[config.mk]
export PLATFORM = sky130hd
export DESIGN_NAME = set_bit_serializer_flat
export DESIGN_NICKNAME = d
export VERILOG_FILES = /design/src/rtl/set_bit_serializer_if.sv /design/src/rtl/set_bit_serializer.sv /design/src/flat_wrapper.sv
export SDC_FILE = /design/constraint.sdc
export NUM_CORES = 1
export LEC_CHECK = 0
export ABC_AREA = 1
export ABC_CLOCK_PERIOD_IN_PS = 4550
export CAP_MARGIN = 30
export CORE_MARGIN = 2
export CORE_UTILIZATION = 40
export CTS_BUF_LIST = sky130_fd_sc_hd__clkbuf_4 sky130_fd_sc_hd__clkbuf_8
export CTS_CLUSTER_DIAMETER = 30
export DETAILED_ROUTE_END_ITERATION = 7
export HOLD_SLACK_MARGIN = 0.1
export PLACE_DENSITY = 0.8
export SLEW_MARGIN = 20
export SYNTH_ARGS = -nofsm -noshare
export SYNTH_HDL_FRONTEND = slang
export SYNTH_SLANG_ARGS = --single-unit
[constraint.sdc]
create_clock -name clk_i -period 4.55 [get_ports clk_i]
set_clock_uncertainty 0.05 [all_clocks]
set_input_delay 0.91 -clock clk_i [delete_from_list [all_inputs] [get_ports clk_i]]
set_output_delay 0.91 -clock clk_i [all_outputs]
set_load 0.02 [all_outputs]
[src/rtl/set_bit_serializer_if.sv]
// Handshake bundle for the set-bit serializer: word input channel and
// per-bit output beat channel. The serializer is the slave; the block that
// feeds words and consumes beats is the master.
interface set_bit_serializer_if #(
   parameter int DATA_W = 16,
   parameter int IDX_W  = $clog2(DATA_W)
);
   logic [DATA_W-1:0] data_i;
   logic              data_val_i;
   logic              data_ready_o;
   logic [DATA_W-1:0] bit_mask_o;
   logic [IDX_W-1:0]  bit_idx_o;
   logic              bit_last_o;
   logic              bit_empty_o;
   logic              bit_val_o;
   logic              bit_ready_i;

   modport master (
      output data_i, data_val_i, bit_ready_i,
      input  data_ready_o, bit_mask_o, bit_idx_o, bit_last_o, bit_empty_o, bit_val_o
   );

   modport slave (
      input  data_i, data_val_i, bit_ready_i,
      output data_ready_o, bit_mask_o, bit_idx_o, bit_last_o, bit_empty_o, bit_val_o
   );
endinterface

[src/rtl/set_bit_serializer.sv]
// Set-bit serializer: takes one word per handshake and walks its set bits in
// priority order, one beat per bit (mask + index), by repeatedly isolating
// the top-priority bit of a residual register and clearing it once emitted.
// An all-zero word produces a single empty beat.
module set_bit_serializer #(
   parameter int DATA_W    = 16,
   parameter bit MSB_FIRST = 1'b0,
   parameter int IDX_W     = $clog2(DATA_W)
) (
   input logic                  clk_i,
   input logic                  srst_i,
   set_bit_serializer_if.slave  bus
);

   typedef enum logic {
      IDLE,
      EMIT
   } state_t;

   localparam logic [DATA_W-1:0] ONE = {{(DATA_W-1){1'b0}}, 1'b1};

   state_t            state;
   state_t            state_next;
   logic [DATA_W-1:0] residual;
   logic [DATA_W-1:0] residual_next;
   logic              empty_q;
   logic              empty_next;

   logic [DATA_W-1:0] ordered;
   logic [DATA_W-1:0] lowest;
   logic [DATA_W-1:0] beat_mask;
   logic [IDX_W-1:0]  beat_idx;
   logic              beat_last;
   logic              beat_valid;
   logic              transfer;
   logic              accept;

   function automatic logic [DATA_W-1:0] reverse_bits(input logic [DATA_W-1:0] v);
      logic [DATA_W-1:0] r;
      for (int i = 0; i < DATA_W; i++) begin
         r[i] = v[DATA_W-1-i];
      end
      return r;
   endfunction

   // High-priority-first is handled by mirroring the residual, isolating its
   // lowest set bit with the two's-complement trick, and mirroring back.
   assign ordered   = MSB_FIRST ? reverse_bits(residual) : residual;
   assign lowest    = ordered & (~ordered + ONE);
   assign beat_mask = MSB_FIRST ? reverse_bits(lowest) : lowest;
   assign beat_last = (residual & ~beat_mask) == '0;

   // Binary index of the isolated one-hot bit; stays 0 for an empty residual.
   always_comb begin
      beat_idx = '0;
      for (int i = 0; i < DATA_W; i++) begin
         if (beat_mask[i]) begin
            beat_idx = IDX_W'(i);
         end
      end
   end

   assign beat_valid = (state == EMIT);
   assign transfer   = beat_valid && bus.bit_ready_i;
   assign accept     = bus.data_val_i && bus.data_ready_o;

   assign bus.bit_val_o    = beat_valid;
   assign bus.bit_mask_o   = beat_valid ? beat_mask : '0;
   assign bus.bit_idx_o    = beat_valid ? beat_idx : '0;
   assign bus.bit_last_o   = beat_valid && beat_last;
   assign bus.bit_empty_o  = beat_valid && empty_q;
   assign bus.data_ready_o = !srst_i && ((state == IDLE) || (transfer && beat_last));

   // Next state: a new word always wins (it can land on the same edge as the
   // previous word's last beat); otherwise a transferred beat is cleared from
   // the residual, and the last one returns the block to IDLE.
   always_comb begin
      state_next    = state;
      residual_next = residual;
      empty_next    = empty_q;
      if (accept) begin
         state_next    = EMIT;
         residual_next = bus.data_i;
         empty_next    = (bus.data_i == '0);
      end else if (transfer) begin
         if (beat_last) begin
            state_next    = IDLE;
            residual_next = '0;
            empty_next    = 1'b0;
         end else begin
            residual_next = residual & ~beat_mask;
         end
      end
   end

   // State, residual and empty-word flag registers; reset drops any word in flight.
   always_ff @(posedge clk_i) begin
      if (srst_i) begin
         state    <= IDLE;
         residual <= '0;
         empty_q  <= 1'b0;
      end else begin
         state    <= state_next;
         residual <= residual_next;
         empty_q  <= empty_next;
      end
   end

endmodule

[src/flat_wrapper.sv]
// flat-port wrapper written by rule: the top's interface ports become plain ports
module set_bit_serializer_flat 
#(
   parameter int DATA_W    = 16,
   parameter bit MSB_FIRST = 1'b0,
   parameter int IDX_W     = $clog2(DATA_W)
)
  (clk_i, srst_i, bus_data_i, bus_data_val_i, bus_bit_ready_i, bus_data_ready_o, bus_bit_mask_o, bus_bit_idx_o, bus_bit_last_o, bus_bit_empty_o, bus_bit_val_o);
  set_bit_serializer_if #(.DATA_W(DATA_W), .IDX_W(IDX_W)) bus_i ();
  input logic clk_i;
  input logic srst_i;
  input wire logic [$bits(bus_i.data_i)-1:0] bus_data_i;
  input wire logic [$bits(bus_i.data_val_i)-1:0] bus_data_val_i;
  input wire logic [$bits(bus_i.bit_ready_i)-1:0] bus_bit_ready_i;
  output wire logic [$bits(bus_i.data_ready_o)-1:0] bus_data_ready_o;
  output wire logic [$bits(bus_i.bit_mask_o)-1:0] bus_bit_mask_o;
  output wire logic [$bits(bus_i.bit_idx_o)-1:0] bus_bit_idx_o;
  output wire logic [$bits(bus_i.bit_last_o)-1:0] bus_bit_last_o;
  output wire logic [$bits(bus_i.bit_empty_o)-1:0] bus_bit_empty_o;
  output wire logic [$bits(bus_i.bit_val_o)-1:0] bus_bit_val_o;
  assign bus_i.data_i = bus_data_i;
  assign bus_i.data_val_i = bus_data_val_i;
  assign bus_i.bit_ready_i = bus_bit_ready_i;
  assign bus_data_ready_o = bus_i.data_ready_o;
  assign bus_bit_mask_o = bus_i.bit_mask_o;
  assign bus_bit_idx_o = bus_i.bit_idx_o;
  assign bus_bit_last_o = bus_i.bit_last_o;
  assign bus_bit_empty_o = bus_i.bit_empty_o;
  assign bus_bit_val_o = bus_i.bit_val_o;
  set_bit_serializer #(.DATA_W(DATA_W), .MSB_FIRST(MSB_FIRST), .IDX_W(IDX_W)) u_core (.clk_i(clk_i), .srst_i(srst_i), .bus(bus_i));
endmodule
* Yosys cells after proc, flatten, opt, wreduce, memory -nomap -nowiden
Index checks and enable logic that the tools add are counted. W data, S select, Z words.
Word-level totals: register bits 18, bits in latches 0, bits in writable memories 0, memory bits (read-only) 0, word-level logic and storage cells 46, memories 0
Cells by class: add/sub/neg operators 1, multiply operators 0, div/mod/pow operators 0, $lt $le $gt $ge 0, equal/unequal tests 0, shift-type cells 0, muxes and demuxes 24, bitwise operators 5, reductions and logical operators 13
Operator list (number):
- $mux W16 | 4
- $mux W4 | 9
- $and A16 B16 Y16 | 2
- $logic_not A16 Y1 | 2
- $not A16 Y16 | 2
- $add A16 B1 Y16 const B | 1
- $mux W3 | 4
- $logic_and A1 B1 Y1 | 6
- $mux W1 | 5
- $mux W2 | 2
- $reduce_bool A2 Y1 | 2
- $reduce_and A2 Y1 | 1
- $logic_not A1 Y1 | 1
- $logic_or A1 B1 Y1 | 1
- $not A1 Y1 | 1

* Longest topological paths before layout
depth after elaboration 19, depth in mapped cells 15, depth with buffers taken out 14

* Worst setup path after synthesis
OpenSTA, ideal clock, no wires.
kind input -> output, start input bus_bit_ready_i, end output bus_data_ready_o, arrival 1.755 ns, data required time 3.590 ns, setup slack 1.835 ns, stages on the path 4, buffers on the path 0, cells stage by stage nand2_1 inv_2 nand4_4 a21oi_1
Between the ends: word-level cells in the longest chain between the ends 4
Ends and longest elaborated chain:
- start, declared | line flat_wrapper.sv:14 | input wire logic [$bits(bus_i.bit_ready_i)-1:0] bus_bit_ready_i;
- $logic_and A1 B1 Y1 | line set_bit_serializer.sv:64 | assign transfer = beat_valid && bus.bit_ready_i;
- $logic_and A1 B1 Y1 | line set_bit_serializer.sv:72 | assign bus.data_ready_o = !srst_i && ((state == IDLE) || (transfer && beat_last));
- $logic_or A1 B1 Y1 | line set_bit_serializer.sv:72
- $logic_and A1 B1 Y1 | line set_bit_serializer.sv:72
- end, declared | line flat_wrapper.sv:15 | output wire logic [$bits(bus_i.data_ready_o)-1:0] bus_data_ready_o;
No other way between the ends.

* Worst setup path in the final report
Ends and elaborated chain as after synthesis.

==> flow_metrics.tcl <==
set metrics [dict create \
    diodes 0 \
    grt_start_max_net_pins 34 \
    fmax_mhz 272 \
    cts_buffers 3 \
    status "complete, no violations" \
    portBuffers 43 \
    cp_slowest_cell "clkdlybuf4s50_1" \
    fp.dieH_um 69.4 \
    wl_um 4370 \
    gr-total-overflow 0 \
    synth_warnings 0 \
    clkSinkCount 18 \
    hold_viol 0 \
    critical_path_required_ps 3590 \
    worst-r2r-setup-slack_ps 2190 \
    powerDensity_nw_per_um2 237 \
    die_area_sq_um 4820 \
    grt_pass1_vias 1734 \
    crit_family "buffers and inverters" \
    ys_seq_area_share_pct 21.1 \
    cp_cell_sequence "clkdlybuf4s50_1, nand2_1, inv_2, nand4_4, a21oi_1, clkdlybuf4s50_1" \
    cp-start-kind "input pin" \
    fillers 438 \
    avgRoutedWirePerCell_um 11.8 \
    grt_use_total_pct 18.6 \
    vias 1915 \
    max-slew-margin-rel_pct 58.6 \
    core_sq_um 4060 \
    min_period_ps 3680 \
    synth_edf_count 0 \
    grt_setup_unrepaired "false" \
    tightestPinTransition_ps 619 \
    routabilityCongestion 0.856 \
    area_growth_pct 27.6 \
    p_leak_uw 0.000946 \
    multiInputGateArea_sq_um 1130 \
    syn_inst 288 \
    nets 343 \
    start_util_pct 42.2 \
    clock_latency_ps 260 \
    finalNonFillerCells 371 \
    ios 44 \
    place_hpwl_um 3460 \
    dp_worst_setup_slack_ps 877 \
    ant_nets 0 \
    antenna_found_initial 0 \
    combinationalPowerShare_pct 42.0 \
    power_switching_uw 208 \
    async_flop_share_pct 0 \
    ys_seq_elements 18 \
    fin_setup_tns_ps 0 \
    cts_tree "built" \
    fin_crit_sh_pct 81.0 \
    dp.cells 368 \
    netlist_area_sq_um 1710 \
    setup_viol 0 \
    ff_latch_area_sq_um 360 \
    drt_iter0_markers 143 \
    maxCapViolations 0 \
    clock_path_buffers 2 \
    synth_cell_types 30 \
    synth_nets 308 \
    path_buf_inv 3 \
    ir_worst_vdd_mv 0.103 \
    end_kind "primary output" \
    ctsHtreeMaxLevel 1 \
    path_class "in2out" \
    fp.dieW_um 69.4 \
    cp_max_fo 14 \
    cts_hold_buf 0 \
    maxSlewViolCount 0 \
    synth-main-ff-cell "dfxtp_1" \
    via_per_inst 5.16 \
    report.power.total_uw 518 \
    rows 23 \
    drt_pre_antenna_iters 4 \
    arrival_ps 2720 \
    grt_pass1_wl_um 7600 \
    root_buffer "clkbuf_8" \
    p_sw_share_pct 40.1 \
    p_int_uw 310 \
    avgSynthCellArea_sq_um 5.94 \
    clkPwrFrac_pct 21.4 \
    seq_power_share_pct 36.6 \
    final_layout_size_suffix_gt1_share_pct 10.9 \
    setup_ws_ps 867 \
    cts_resized 0 \
    max_stage_delay_ps 660 \
    post_cts_buffers 0 \
    path_clk_slew_ps 60 \
    min_path_type "reg2reg" \
    crit_top_cell "clkdlybuf4s50_1" \
    drc_errors 0 \
]
-- through the flow --
stage | cell area [sq um] | hold WS, ps | util (%)
final | 2180 | 493 | 53.8
after global placement | 2140 | 468 | 52.8
after detailed placement | 2140 | 477 | 52.8
after global routing | 2180 | 510 | 53.8
after floorplan | 1710 | 438 | -
after CTS | 2180 | 486 | 53.8
-- routing by layer --
layer	track usage, %	up-vias	share of wire, %
li1	-	1023	-
met1	26.2	820	49
met3	2.03	4	6.5
met4	5.66	0	0.64
met5	0	-	0
met2	29.9	68	44
-- synthesized netlist by cell type, drive strengths merged, types with 3 or more instances --
cell type / instances / area [sq um]
nor4: 5 / 31.3
nor2: 39 / 214
nand4: 18 / 128
clkbuf: 10 / 37.5
nand3: 40 / 213
dfxtp: 18 / 360
a21oi: 22 / 133
inv: 37 / 139
nor3: 6 / 30.0
nand2: 79 / 329
o21ai: 3 / 15.0
buf: 5 / 40.0
-- flip-flops by register name, indices dropped and copies added, names as in the netlist --
signal / flops
u_core.empty_q: 1
u_core.bus.bit_val_o: 1
u_core.ordered: 16
-- power by group through the flow --
| stage | clock network, uW | logic, uW | registers (uW) |
|---|---|---|---|
| finish | 111 | 218 | 190 |
| detailed placement | 0 | 216 | 193 |
| CTS | 114 | 217 | 189 |
| global route | 120 | 244 | 192 |
| floorplan | 0 | 164 | 186 |
| global placement | 0 | 213 | 192 |
-- final cells by class --
type	instances	area share [%]
Sequential cell	18	16.5
Multi-Input combinational cell	218	52.0
Inverter	37	6.36
Timing Repair Buffer	45	20.4
Tap cell	50	2.87
Clock buffer	3	1.89
-- kinds of logic (layout without fill, tap and decap cells) --
kind of cell    Yosys count  in the layout  synth area share [%]
compound gates           29             29                  10.3
simple gates            189            189                  56.0
buf+inv                  52             85                  12.6
flops                    18             18                  21.1
-- worst reg2reg max path, cell delays in order, from the launching register on --
cell and delay [ps]:
dfxtp_1 440, nor2_8 180, nand2_4 120, nor2_2 140, nand2_2 100, nand2_1 80
nand2_2 70, nor2_4 120, nand4_4 130, nand2_4 190, nand3_4 310, nand2_1 150
nand2_1 60, a21oi_1 140
-- placed cells by master, fill, tap and decap left out, types with 2 or more instances in the layout --
master           Yosys  final
nor2_8               2      2
buf_4                1      2
nor4_1               5      5
a21oi_2              6      6
nand3_1             39     39
a21oi_1             16     16
nand2_2              4      4
o21ai_0              2      2
inv_2                4      4
nor3_1               6      6
inv_1               33     33
nor2_1              29     29
nand2_1             72     72
nand2_4              3      3
clkbuf_8             0      3
nand4_1             17     17
dfxtp_1             18     18
clkdlybuf4s50_1      0     43
nor2_4               3      3
nor2_2               5      5
-- final timing paths --
path | start | endpoint | cells after the start
max | bus_bit_ready_i | bus_data_ready_o | 6
min | u_core.ordered[10] | u_core.ordered[10] | 2
max reg2reg | u_core.ordered[0] | u_core.ordered[6] | 13
min reg2reg | u_core.ordered[10] | u_core.ordered[10] | 2
Power figures use the tool's default switching activity.
